File: src/rtl/multicycle_fsm.sv
// multicycle_fsm -- Moore control unit for a multicycle MIPS-style datapath.
//
// Ports:
//   CLK        : system clock, rising edge active
//   Reset      : asynchronous active-low reset (state -> FETCH)
//   OP[5:0]    : opcode from the instruction register
//   mem_ready  : memory completed the current access this cycle
//   IorD, MemWrite, IRWrite, RegDst, MemtoReg, RegWrite,
//   ALUSrcA, PCSrc, Branch, PCWrite, jump : datapath controls
//   ALUSrcB[1:0] : 00 regB, 01 const 4, 10 sign-ext imm, 11 imm<<2
//   AluOP[2:0]   : 000 add, 001 sub, 010 decode by Func
//   state[3:0]   : current state encoding (debug)
//   illegal_op   : one-cycle pulse in DECODE on an unsupported opcode
//
// Parameter:
//   MEM_WAIT_EN : 1 = honour mem_ready, 0 = treat mem_ready as 1

module multicycle_fsm #(
  parameter int unsigned MEM_WAIT_EN = 1
) (
  input  logic       CLK,
  input  logic       Reset,
  input  logic [5:0] OP,
  input  logic       mem_ready,
  output logic       IorD,
  output logic       MemWrite,
  output logic       IRWrite,
  output logic       RegDst,
  output logic       MemtoReg,
  output logic       RegWrite,
  output logic       ALUSrcA,
  output logic       PCSrc,
  output logic       Branch,
  output logic       PCWrite,
  output logic       jump,
  output logic [1:0] ALUSrcB,
  output logic [2:0] AluOP,
  output logic [3:0] state,
  output logic       illegal_op
);

  typedef enum logic [3:0] {
    FETCH  = 4'd0,
    DECODE = 4'd1,
    MEMADR = 4'd2,
    MEMRD  = 4'd3,
    MEMWB  = 4'd4,
    MEMWR  = 4'd5,
    EXEC   = 4'd6,
    ALUWB  = 4'd7,
    BRANCH = 4'd8,
    ADDIEX = 4'd9,
    ADDIWB = 4'd10,
    JUMP   = 4'd11
  } state_t;

  localparam logic [5:0] OP_LW   = 6'b100011;
  localparam logic [5:0] OP_SW   = 6'b101011;
  localparam logic [5:0] OP_RTYP = 6'b000000;
  localparam logic [5:0] OP_BEQ  = 6'b000100;
  localparam logic [5:0] OP_ADDI = 6'b001000;
  localparam logic [5:0] OP_J    = 6'b000010;

  state_t cur, nxt;
  logic   mr;

  assign mr    = (MEM_WAIT_EN != 0) ? mem_ready : 1'b1;
  assign state = cur;

  always_ff @(posedge CLK or negedge Reset) begin
    if (!Reset) cur <= FETCH;
    else        cur <= nxt;
  end

  always_comb begin
    nxt        = cur;
    IorD       = 1'b0;
    MemWrite   = 1'b0;
    IRWrite    = 1'b0;
    RegDst     = 1'b0;
    MemtoReg   = 1'b0;
    RegWrite   = 1'b0;
    ALUSrcA    = 1'b0;
    PCSrc      = 1'b0;
    Branch     = 1'b0;
    PCWrite    = 1'b0;
    jump       = 1'b0;
    ALUSrcB    = 2'b00;
    AluOP      = 3'b000;
    illegal_op = 1'b0;

    case (cur)
      FETCH: begin
        ALUSrcB = 2'b01;
        // The state register already sits in FETCH during reset, so the
        // fetch strobes are additionally gated by the reset pin itself.
        IRWrite = mr & Reset;
        PCWrite = mr & Reset;
        if (mr) nxt = DECODE;
      end
      DECODE: begin
        ALUSrcB = 2'b11;
        case (OP)
          OP_LW, OP_SW: nxt = MEMADR;
          OP_RTYP:      nxt = EXEC;
          OP_BEQ:       nxt = BRANCH;
          OP_ADDI:      nxt = ADDIEX;
          OP_J:         nxt = JUMP;
          default: begin
            nxt        = FETCH;
            illegal_op = 1'b1;
          end
        endcase
      end
      MEMADR: begin
        ALUSrcA = 1'b1;
        ALUSrcB = 2'b10;
        nxt     = (OP == OP_LW) ? MEMRD : MEMWR;
      end
      MEMRD: begin
        IorD = 1'b1;
        if (mr) nxt = MEMWB;
      end
      MEMWB: begin
        MemtoReg = 1'b1;
        RegWrite = 1'b1;
        nxt      = FETCH;
      end
      MEMWR: begin
        IorD     = 1'b1;
        MemWrite = 1'b1;
        if (mr) nxt = FETCH;
      end
      EXEC: begin
        ALUSrcA = 1'b1;
        AluOP   = 3'b010;
        nxt     = ALUWB;
      end
      ALUWB: begin
        RegDst   = 1'b1;
        RegWrite = 1'b1;
        nxt      = FETCH;
      end
      BRANCH: begin
        ALUSrcA = 1'b1;
        AluOP   = 3'b001;
        PCSrc   = 1'b1;
        Branch  = 1'b1;
        nxt     = FETCH;
      end
      ADDIEX: begin
        ALUSrcA = 1'b1;
        ALUSrcB = 2'b10;
        nxt     = ADDIWB;
      end
      ADDIWB: begin
        RegWrite = 1'b1;
        nxt      = FETCH;
      end
      JUMP: begin
        jump    = 1'b1;
        PCWrite = 1'b1;
        nxt     = FETCH;
      end
      default: nxt = FETCH;
    endcase
  end

endmodule

File: config.mk
export PLATFORM = sky130hd
export DESIGN_NAME = multicycle_fsm
export DESIGN_NICKNAME = d
export VERILOG_FILES = /design/src/rtl/multicycle_fsm.sv
export SDC_FILE = /design/constraint.sdc
export NUM_CORES = 1
export LEC_CHECK = 0
export ABC_AREA = 1
export CAP_MARGIN = 20
export CORE_UTILIZATION = 36
export DETAILED_ROUTE_END_ITERATION = 10
export PLACE_DENSITY = 0.77
export SYNTH_ARGS = -nofsm -noshare
export SYNTH_HDL_FRONTEND = slang
export SYNTH_SLANG_ARGS = --single-unit
File: constraint.sdc
create_clock -name CLK -period 1.3 [get_ports CLK]
set_input_delay 0.13 -clock CLK [delete_from_list [all_inputs] [get_ports CLK]]
set_output_delay 0.13 -clock CLK [all_outputs]
set_load 0.005 [all_outputs]
==> out/qor.yml, run 1 <==
gp_congestion: 0.855
dp_hpwl_um: 1440
worst_endpoint_kind: "top-level output"
netlist_area_um2: 505
numPortBuffers: 28
cts_max_level: 1
ys_warn_count: 0
synth.distinct_cells: 14
numCtsBuffers: 3
cts.sinks: 4
syn_area_per_cell_um2: 5.16
cts_buffer_depth: 2
ys_seq_elements: 4
fp.dieH_um: 39.5
status: "did not finish"
syn_inst: 98
worst_endpoint: "RegWrite"
synth_nets: 107
first-error: "[ERROR DPL-0038] Utilization greater than 100%, impossible to legalize"
grt_start_max_net_pins: 6
start_util: 0.388
cts-root-buf: "clkbuf_4"
seq_area_frac_synth: 0.198
dp.cells: 163
failing_step: "global routing (5_1_grt)"
num_rows: 13
fp.dieW_um: 39.5
io_pins: 30
## cells in the mapped netlist, drive strengths merged
master   n  area share
o22ai    1       0.012
conb     1      0.0074
o21ai    4       0.040
inv     19        0.14
nand4    1       0.012
nor2    24        0.18
dfrtp    4        0.20
nand3   12        0.13
buf      3       0.045
nand3b   1       0.015
nand2   28        0.22
## through the flow
stage / area (µm²) / util / setup WS [ns]
after floorplan: 505 / - / 0.152
after global placement: 970 / 0.745 / -0.352
after detailed placement: 970 / 0.745 / -0.422
after CTS: 1210 / 0.927 / -0.144
## timing repair
action                     CTS
setup buffers               14
setup endpoints to repair   22
cloned                       0
resized for setup          133
hold buffers                 0
pin swaps                   23
## kinds of logic after synthesis
kind of cell | Yosys count | share of synthesized area
buffers and inverters | 22 | 0.186
and+or+nand+nor | 66 | 0.557
AOI/OAI and AO/OA | 5 | 0.0520
DFF | 4 | 0.198
other | 1 | 0.00742
==> inputs of run 2 (changes only) <==
--- a/config.mk
+++ b/config.mk
@@ -7,9 +7,10 @@
 export LEC_CHECK = 0
 export ABC_AREA = 1
 export CAP_MARGIN = 20
-export CORE_UTILIZATION = 36
+export CORE_AREA = 2 2 63 65
 export DETAILED_ROUTE_END_ITERATION = 10
-export PLACE_DENSITY = 0.77
+export DIE_AREA = 0 0 65 67
+export PLACE_DENSITY_LB_ADDON = 0.15
 export SYNTH_ARGS = -nofsm -noshare
 export SYNTH_HDL_FRONTEND = slang
 export SYNTH_SLANG_ARGS = --single-unit
==> run 2 against run 1 <==
Compared with the run above: the flow now finishes, with violations (setup timing); synthesized cell count unchanged; area after synthesis unchanged.
==> out/qor.yml, run 2 <==
status: "finished, violations left"  # was did not finish
violations: "setup timing"
gp_congestion: 0.793  # was 0.855
async_flop_share: 1.00  # unchanged
yosysMostFrequentCell: "nand2_1"  # unchanged
clkLatencyLatePin_ns: 0.21
maxCapViolCount: 0
netlist_area_um2: 505  # unchanged
route.vias.total: 824
cp.required_ns: 1.17
p_leak_nw: 0.753
post-place-ws_ns: -0.450  # was -0.422 ns
ys_warn_count: 0  # unchanged
clkPwrFrac: 0.134
crit_chain: "buf_6 > buf_6 > buf_6 > o21ai_2 > buf_2"
cp_max_fo: 3
clock_skew_ns: 0.000379
die_area_um2: 4360
final_common_cell: "buf_4"
area_growth_syn_to_layout_pct: 173
seq_area_frac_synth: 0.198  # unchanged
p_int_mw: 1.14
hold_class: "input port to async pin"
fin_ws_ns: -0.0853
numCtsBuffers: 3  # unchanged
synthTopCellsByCount: "nand2_1, nor2_1, inv_1, nand3_1"  # unchanged
route.detailed.drc: 0
yosysTopAreaCell: "dfrtp_1"  # unchanged
n_fill_cell: 388
post_drt_wl_per_cell_um: 9.94
grt_overflow_total: 0
final_design_area_no_fill_um2: 1380
crit_top_cell: "buf_6"
first_global_vias: 855
cts.sinks: 4  # unchanged
post_route_cells_drive_above_1_share: 0.631
crit_path_top_delay_cell: "dfrtp_2"
num_rows: 22  # was 13
fp.dieH_um: 67  # was 39.5 µm
switching_power_mw: 0.790
io_pins: 30  # unchanged
holdBufCountCts: 0  # unchanged
synth_top_flop_cell: "dfrtp_1"  # unchanged
final_cell_mix: "buf_4, buf_6, nand2_1, buf_2, nor2_4"
rsz0062_at_grt: "true"
combPwrFrac: 0.751
p_seq_frac: 0.115
cts_buffer_depth: 2  # unchanged
largest_reg_flops: 4
synth_nets: 107  # unchanged
grt_pass1_wl_um: 3490
via_per_inst: 3.81
syn_inst: 98  # unchanged
synth_top_area_share: 0.198  # unchanged
fin_crit_sh: 1.07
numPortBuffers: 28  # unchanged
utilization: 0.383
period_needed_ns: 1.39
crit_type: "flop to output pin"
hold_viol: 0
synth.distinct_cells: 14  # unchanged
crit_path_start_kind: "flop"
start_util: 0.140  # was 0.388
cts-root-buf: "clkbuf_8"  # was clkbuf_4
end_kind: "output pin"
synthTopCellsByArea: "dfrtp_1, nand2_1, nor2_1, inv_1, nand3_1"  # unchanged
dp_hpwl_um: 1610  # was 1440 µm
ant_nets: 0
initialDrtViolationCount: 28
antenna_cells: 0
cts_max_level: 1  # unchanged
crit_buf_inv: 4
power.density_nw_per_um2: 1400
track_usage: 0.103
cts_tree: "built"
grt_antenna_before_repair: 0
synth-edff-count: 0  # unchanged
ir_worst_vdd_v: 0.000615
syn_area_per_cell_um2: 5.16  # unchanged
grt_start_max_net_pins: 6
fp.dieW_um: 65  # was 39.5 µm
ys_seq_elements: 4  # unchanged
drv_slew: 0
setup_viol: 14
path_delay_family: "buffers and inverters"
cp_data_arrival_time_ns: 1.26
nets: 179
firstDrtPassIters: 4
fmax_mhz: 722
clk_pin_slew_worst_paths_ns: 0.03
switching_share: 0.409
wirelength_um: 2150
core_area_um2: 3610
place_area_um2: 1060  # was 970 µm²
critPathMaxStageDelay_ns: 0.43
==> run 2: kinds of logic after synthesis <==
| logic type | share of synthesized area |
|---|---|
| AO/OA/AOI/OAI | 0.0520 |
| AND/OR/NAND/NOR | 0.557 |
| other | 0.00742 |
| flip-flops | 0.198 |
| buffers and inverters | 0.186 |
==> run 2: worst register-to-register path, delay by kind of cell (launching register included) <==
family,cells,cell delay (ns)
buffers and inverters,4,0.41
and+or+nand+nor,6,0.35
DFF,1,0.43
==> run 2: stage by stage <==
step                      TNS [ns]  std cells  power [mW]  hold slack (ns)
final                       -0.530        216        1.93            0.226
after global routing         -1.52        216        2.08            0.275
after CTS                   -0.769        212        1.79            0.235
after detailed placement     -4.46        203        1.22            0.463
after global placement       -4.40        203        1.23            0.459
after floorplan                  0         98       0.572           -0.166
==> run 2: timing repair <==
action,4_1_cts,5_1_grt
endpoints found under the setup margin,21,21
setup buffers,8,6
cloned,0,0
pin swaps,24,11
gates resized for setup,142,21
==> run 2: area by class of cell <==
type,count,area [µm²],share of cell area
well taps,48,60.1,0.0435
flip-flops and latches,4,104,0.0752
inverters,19,78.8,0.0571
repair buffers,70,596,0.431
multi-input cells,72,502,0.363
clock buffers,3,41.3,0.0299
==> run 2: path summary, 6_finish.rpt <==
path | slack (ns) | to | cells past startpoint | startpoint
setup / recovery | -0.09 | ALUSrcA | 5 | state[1]
hold / removal | 0.23 | state[3] | 2 | Reset
setup reg to reg | -0.03 | state[2] | 10 | state[1]
hold reg to reg | 0.74 | state[3] | 4 | state[2]
max in group asynchronous | 0.96 | state[2] | 2 | Reset
min in group CLK | 0.54 | state[2] | 8 | OP[5]
==> run 2: power by group through the flow <==
| stage | Sequential, mW | Clock (mW) | Combinational, mW |
|---|---|---|---|
| floorplan | 0.204 | 0 | 0.367 |
| global placement | 0.199 | 0 | 1.03 |
| detailed placement | 0.198 | 0 | 1.02 |
| CTS | 0.211 | 0.267 | 1.31 |
| global route | 0.229 | 0.274 | 1.58 |
| finish | 0.222 | 0.259 | 1.45 |
==> run 2: per-layer routing <==
metal / part of all wire / global-route usage / routed length (µm) / vias up
met5: 0 / 0 / 0 / -
met4: 0 / 0.0399 / 0 / 0
met3: 0.057 / 0.0152 / 122 / 0
met2: 0.52 / 0.184 / 1110 / 20
met1: 0.43 / 0.124 / 916 / 368
li1: - / - / - / 436
Note: power is estimated with default switching activity, not from simulation.
